===== config.mk =====
export PLATFORM = sky130hd
export DESIGN_NAME = univ_shiftreg_burst
export DESIGN_NICKNAME = d
export VERILOG_FILES = /design/src/rtl/univ_shiftreg_burst.sv
export SDC_FILE = /design/constraint.sdc
export NUM_CORES = 1
export LEC_CHECK = 0
export ABC_CLOCK_PERIOD_IN_PS = 1900
export CORE_ASPECT_RATIO = 0.8
export CORE_MARGIN = 4
export CORE_UTILIZATION = 49
export DETAILED_ROUTE_END_ITERATION = 16
export PLACE_DENSITY = 0.83
export RECOVER_POWER = 50
export SETUP_SLACK_MARGIN = 0.4
export SLEW_MARGIN = 20
export SYNTH_ARGS = -nofsm -noshare
export SYNTH_HDL_FRONTEND = slang
export SYNTH_SLANG_ARGS = --single-unit

===== constraint.sdc =====
create_clock -name clk -period 1.9 [get_ports clk]
set_input_delay 0.38 -clock clk [delete_from_list [all_inputs] [get_ports clk]]
set_output_delay 0.38 -clock clk [all_outputs]
set_load 0.05 [all_outputs]

===== src/rtl/univ_shiftreg_burst.sv =====
// univ_shiftreg_burst: N-bit bidirectional shift register with parallel load
// and a burst sequencer that runs COUNT back-to-back shifts from one start.
// Optional feature macro: SHIFTREG_ROTATE_EN (adds the rot port; rot=1 turns
// shifts into rotates by feeding the shifted-out bit back into the vacated end).

// Per-bit next-value mux; one instance per register bit.
module univ_shiftreg_burst_cell (
  input  logic [1:0] mode,    // 00 hold, 01 take lower neighbour, 10 take upper, 11 load
  input  logic       cur,
  input  logic       lo_bit,
  input  logic       hi_bit,
  input  logic       ld_bit,
  output logic       nxt
);
  // select this bit's next value from the requested operation
  always_comb begin
    nxt = cur;
    case (mode)
      2'b01:   nxt = lo_bit;
      2'b10:   nxt = hi_bit;
      2'b11:   nxt = ld_bit;
      default: nxt = cur;
    endcase
  end
endmodule

module univ_shiftreg_burst #(
  parameter int N  = 4,
  parameter int CW = 3
) (
  input  logic          clk,
  input  logic          rst,
  input  logic          en,
  input  logic [1:0]    op,
  input  logic          shift_in,
  input  logic [N-1:0]  d,
  input  logic          start,
  input  logic [CW-1:0] count,
`ifdef SHIFTREG_ROTATE_EN
  input  logic          rot,
`endif
  output logic [N-1:0]  q,
  output logic          shift_out_left,
  output logic          shift_out_right,
  output logic          busy,
  output logic          done,
  output logic [CW-1:0] cnt_left
);

  localparam logic [1:0] OP_HOLD  = 2'b00;
  localparam logic [1:0] OP_LEFT  = 2'b01;
  localparam logic [1:0] OP_RIGHT = 2'b10;

  typedef enum logic {IDLE = 1'b0, BURST = 1'b1} state_t;

  state_t        state_q, state_d;
  logic [N-1:0]  q_q, q_d;
  logic [CW-1:0] cnt_q, cnt_d;
  logic          dir_q, dir_d;     // latched burst direction, 1 = right
  logic          done_q, done_d;
  logic [1:0]    mode;
  logic          rot_s;
  logic          fill_l, fill_r;
  logic [N-1:0]  lo_v, hi_v;

`ifdef SHIFTREG_ROTATE_EN
  assign rot_s = rot;
`else
  assign rot_s = 1'b0;
`endif

  // Bit entering the vacated end: serial input, or the bit leaving the other end when rotating.
  assign fill_l = rot_s ? q_q[N-1] : shift_in;
  assign fill_r = rot_s ? q_q[0]   : shift_in;
  assign lo_v   = {q_q[N-2:0], fill_l};
  assign hi_v   = {fill_r, q_q[N-1:1]};

  genvar g;
  generate
    for (g = 0; g < N; g++) begin : g_bit
      univ_shiftreg_burst_cell u_cell (
        .mode   (mode),
        .cur    (q_q[g]),
        .lo_bit (lo_v[g]),
        .hi_bit (hi_v[g]),
        .ld_bit (d[g]),
        .nxt    (q_d[g])
      );
    end
  endgenerate

  // Sequencer: decides the register operation and burst bookkeeping for this edge.
  always_comb begin
    state_d = state_q;
    cnt_d   = cnt_q;
    dir_d   = dir_q;
    done_d  = 1'b0;                 // done only ever lasts one cycle
    mode    = OP_HOLD;
    if (en) begin
      case (state_q)
        IDLE: begin
          if (start && (op == OP_LEFT || op == OP_RIGHT)) begin
            // A zero-length burst request is a no-op, not a plain shift.
            if (count != '0) begin
              mode  = op;
              dir_d = (op == OP_RIGHT);
              cnt_d = count - CW'(1);
              if (count == CW'(1)) done_d  = 1'b1;
              else                 state_d = BURST;
            end
          end else begin
            mode = op;
          end
        end
        BURST: begin
          mode  = dir_q ? OP_RIGHT : OP_LEFT;
          cnt_d = cnt_q - CW'(1);
          if (cnt_q == CW'(1)) begin
            done_d  = 1'b1;
            state_d = IDLE;
          end
        end
        default: state_d = IDLE;
      endcase
    end
  end

  // State registers; reset aborts any burst immediately.
  always_ff @(posedge clk or posedge rst) begin
    if (rst) begin
      state_q <= IDLE;
      q_q     <= '0;
      cnt_q   <= '0;
      dir_q   <= 1'b0;
      done_q  <= 1'b0;
    end else begin
      state_q <= state_d;
      q_q     <= q_d;
      cnt_q   <= cnt_d;
      dir_q   <= dir_d;
      done_q  <= done_d;
    end
  end

  assign q               = q_q;
  assign shift_out_left  = q_q[N-1];
  assign shift_out_right = q_q[0];
  assign busy            = (state_q == BURST);
  assign done            = done_q;
  assign cnt_left        = cnt_q;

endmodule


**Word level (Yosys, flattened, before mapping)**

Cells that the tools add are included.

- Muxes and demuxes: 23
- Reductions and logical operators: 6
- Equal/unequal tests: 9
- Bitwise logic cells: 1
- $add $sub $neg: 2

Operator list:

| kind | count |
|---|---|
| 1-bit one-hot mux with 3 select lines | 4 |
| 1-bit 2-to-1 mux | 9 |
| 2-bit 2-to-1 mux | 4 |
| 2-bit == test (second input constant) | 3 |
| 3-bit by 1-bit == test with 1-bit output (second input constant) | 2 |
| 3-bit 2-to-1 mux | 2 |
| 3-bit one-hot mux with 2 select lines | 1 |
| 3-bit nonzero test | 2 |
| 3-bit by 1-bit subtractor with 3-bit output (second input constant) | 2 |
| 2-bit by 1-bit == test with 1-bit output (second input constant) | 2 |
| 2-bit inequality test (second input constant) | 2 |
| 1-bit one-hot mux with 2 select lines | 2 |
| 2-bit one-hot mux with 2 select lines | 1 |
| 4-bit AND reduction | 1 |
| 3-bit AND reduction | 1 |
| 1-bit logical AND | 1 |
| 1-bit logical OR | 1 |
| 1-bit inverter | 1 |

- Register bits: 10
- Output and inout bits: 11
- Word-level logic and storage cells: 46

**Depth between registers and ports, before layout**

- Depth after elaboration: 8
- Mapped depth: 7
- Mapped depth without buffers: 7

**Modules after synthesis**

From an unflattened synthesis, not the netlist that was laid out.

- Cells, all modules: 64
- Area, all modules: 678.2 um^2

By module, submodules not included:

| module | cells each | seq. area each (um^2) | area each (um^2) | times used |
|---|---|---|---|---|
| univ_shiftreg_burst | 60 | 250.2 | 588.1 | 1 |
| univ_shiftreg_burst_cell | 1 | 0.0 | 22.5 | 4 |

**Least setup slack after synthesis**

OpenSTA, ideal clock, no wires.

- Path kind: in2reg
- From: input count[0]
- To: register cnt_q[2], in the netlist cnt_left[2]
- Stages on the path: 6
- Data arrival time: 1.492 ns
- Buffers on the path: 0
- Setup time: 0.124 ns
- Setup slack: 0.284 ns
- Cells stage by stage: inv_1 > ha_1 > ha_1 > nor3b_4 > o21ai_2 > a211o_1

- Longest elaborated chain between the ends: 4
- Elaborated cells on any way between the ends: 7
- Classes of those cells: add/sub: 1; eq/ne: 1; mux: 3; reduce/logical: 2

Ends and longest elaborated chain:

| item | line | source |
|---|---|---|
| start, declared | 38 | `input logic [CW-1:0] count,` |
| 3-bit by 1-bit subtractor with 3-bit output | 107 | `cnt_d = count - CW'(1);` |
| 3-bit 2-to-1 mux | 104 | `if (count != '0) begin` |
| 3-bit 2-to-1 mux | 102 | `if (start && (op == OP_LEFT \|\| op == OP_RIGHT)) begin` |
| 3-bit one-hot mux with 2 select lines | 100 | `case (state_q)` |
| end signal, assigned | 139 | `cnt_q <= cnt_d;` |
| end, declared | 58 | `logic [CW-1:0] cnt_q, cnt_d;` |

Several ways; a longest one is shown, not always the timed one. The select of a mux whose other input is x is not followed.
A chain may end at the register's enable or synchronous reset.

**Final worst setup path**

- From: register q_q[0], in the netlist q[0]
- To: output q[0]

RTL lines:

| item | line | source |
|---|---|---|
| start, declared | 57 | `logic [N-1:0] q_q, q_d;` |
| start signal, assigned | 138 | `q_q <= q_d;` |
| end, declared | 42 | `output logic [N-1:0] q,` |

No word-level cell between the ends.

==> impl_metrics.json <==
{
  "finalPower_mw": 1.603,
  "grt_overflow": 0,
  "seq_area_frac_synth_pct": 30.35,
  "grt_pass1_vias": 755,
  "power.density_nw_per_um2": 1366,
  "final_cell_mix": "buf_4, nand3_1, dfrtp_1",
  "rsz0062_at_grt": "no",
  "fin_area_sq_um": 1174,
  "clock_path_buffers": 2,
  "path_class": "flip-flop to output port",
  "clock_skew_ns": 0.003762,
  "placed_cell_area_sq_um": 1131,
  "slew_viol_final": 0,
  "critical_path.startpoint_type": "flip-flop",
  "grt_max_degree": 20,
  "ys_warn_count": 0,
  "max_freq_ghz": 0.6436,
  "fp.dieW_um": 53.87,
  "status": "complete, no violations",
  "num-fill-cells": 97,
  "grt_pass1_wl_um": 3539,
  "muxShareOfSynthArea_pct": 2.731,
  "antenna_left": 0,
  "worstSkewPairLatency_ns": 0.27,
  "place_congestion": 0.8357,
  "cp_top_family": "buffers and inverters",
  "ys_ff_latch": 10,
  "hold_violations": 0,
  "drive_gt1_share_pct": 38.66,
  "hold_buffers": 0,
  "clkSinkCount": 10,
  "rows": 12,
  "highest_layer": "met4",
  "drv_cap": 0,
  "final_common_cell": "buf_4",
  "area_growth_pct": 42.34,
  "synthDistinctLibCells": 31,
  "irDropWorstVdd_mv": 0.9560,
  "synth_top_family_by_area": "simple AND/OR/NAND/NOR gates",
  "worstPathArrival_ns": 1.17,
  "final_cells": 140,
  "io_buffers": 24,
  "synth_area_per_cell_sq_um": 9.265,
  "final-setup-viol-count": 0,
  "fin_util_pct": 78.96,
  "synth_compound_area_share_pct": 22.00,
  "fin_crit_sh_pct": 81.78,
  "drt-met1-wl_um": 933,
  "synth_fa_ha_area_share_pct": 9.105,
  "clk_root_buffer_cell": "clkbuf_4",
  "hold_class": "input port to flip-flop",
  "wl_met3_um": 185,
  "fin_crit_ns": 1.554,
  "nets": 141,
  "viasPerCell": 5.700,
  "synthCells": 89,
  "syn_area_sq_um": 824.5,
  "core_sq_um": 1486,
  "cts_tree": "yes",
  "cp_max_fo": 5,
  "antenna_cells": 0,
  "synth_xor_area_share_pct": 0,
  "drtIter0Drc": 37,
  "path_buf_inv": 1,
  "wl_um": 2204,
  "cpPeakStageDelay_ns": 0.50,
  "crit_slowest_cell": "clkbuf_1",
  "track_usage_pct": 20.87,
  "leakagePower_nw": 0.5206,
  "first_pass_iters": 4,
  "cts-htree-levels": 1,
  "crit_required_ns": 1.52,
  "synth_nets": 109,
  "synthSimpleGateAreaFrac_pct": 26.86,
  "ios": 25,
  "slew_headroom_pct": 59.88,
  "end_kind": "output port",
  "dr_total_vias": 798,
  "place_inst": 135,
  "antenna_found_initial": 0,
  "die_h_um": 44.69,
  "start_util_pct": 55.47,
  "clk_pin_slew_ns": 0.06,
  "dieArea_sq_um": 2407,
  "wl_per_cell_um": 15.74,
  "wl_met2_um": 1047,
  "numCtsBuffers": 3,
  "crit_chain": "clkbuf_1",
  "dpl.hpwl_um": 1677,
  "tightestPinTransition_ns": 0.6043,
  "drc_errors": 0
}
-- state kept, by name, indices dropped and copies added (netlist names) --
signal	count
done	1
q	4
cnt_left	3
dir_q	1
busy	1
-- synthesized netlist by cell type (all sizes together) --
library cell / instances / area [sq um]
a22o: 1 / 17.52
nor2b: 3 / 26.27
nor3b: 1 / 18.77
nand2: 6 / 22.52
nand3b: 3 / 35.03
o31ai: 4 / 45.05
buf: 7 / 47.55
dfrtp: 10 / 250.2
ha: 6 / 75.07
o221ai: 2 / 30.03
nand2b: 1 / 6.260
nor3: 1 / 5.000
nand4b: 1 / 8.760
a211o: 1 / 8.760
nor2: 7 / 26.28
mux2: 2 / 22.52
inv: 7 / 26.28
a22oi: 2 / 15.01
nand3: 12 / 65.06
a21oi: 3 / 15.01
a31oi: 3 / 18.77
o21ai: 4 / 23.77
o21a: 1 / 7.510
and3: 1 / 7.510
-- cell families after synthesis --
| family | Yosys count |
|---|---|
| AND/OR/NAND/NOR | 36 |
| AO/OA/AOI/OAI | 21 |
| multiplexers | 2 |
| adder cells (fa/ha/maj) | 6 |
| buffers and inverters | 14 |
| flip-flops | 10 |
-- final timing paths --
| check | startpoint | endpoint | slack [ns] | cells past startpoint |
|---|---|---|---|---|
| min in group asynchronous | rst | cnt_left[0]$_DFFE_PP0P_ | 0.53 | 2 |
| max in group asynchronous | rst | busy$_DFFE_PP0P_ | 1.04 | 2 |
| hold reg to reg | cnt_left[1]$_DFFE_PP0P_ | cnt_left[1]$_DFFE_PP0P_ | 0.52 | 2 |
| setup / recovery | q[0]$_DFFE_PP0P_ | q[0] | 0.35 | 1 |
| setup reg to reg | busy$_DFFE_PP0P_ | q[2]$_DFFE_PP0P_ | 0.50 | 4 |
| hold / removal | en | busy$_DFFE_PP0P_ | 0.46 | 2 |
-- stage by stage --
step	hold slack [ns]	setup WS, ns	setup TNS [ns]
2_1_floorplan	0.2202	0.4109	0
3_5_place_dp	0.5021	-0.1803	-1.187
3_3_place_gp	0.4991	-0.1143	-0.7926
5_1_grt	0.4825	0.2979	0
6_report	0.4579	0.3462	0
4_1_cts	0.4076	0.3491	0
-- report_power, final --
group	internal, mW	switching, mW
Sequential	0.309	0.181
Combinational	0.371	0.592
Clock	0.0733	0.0772
Total	0.753	0.850
-- area by class of cell --
class,instances,area (sq um),share of cell area (%)
Sequential cell,10,254.0,21.64
Timing Repair Buffer,34,281.5,23.99
Tap cell,21,26.28,2.239
Clock buffer,3,22.52,1.919
Inverter,7,26.28,2.239
Multi-Input combinational cell,65,563.0,47.97
-- what timing repair did --
item / 4_1_cts / 5_1_grt
endpoints found under the setup margin: 13 / 10
resized for setup: 18 / 11
buffers inserted: 1 / 1
pin swaps: 7 / 4
-- metal layers --
layer | vias up | global-route usage, %
met5 | - | 0
met1 | 378 | 26.22
met4 | 0 | 9.184
met2 | 36 | 34.78
li1 | 380 | -
met3 | 4 | 3.630
(Power assumes the default switching activity.)
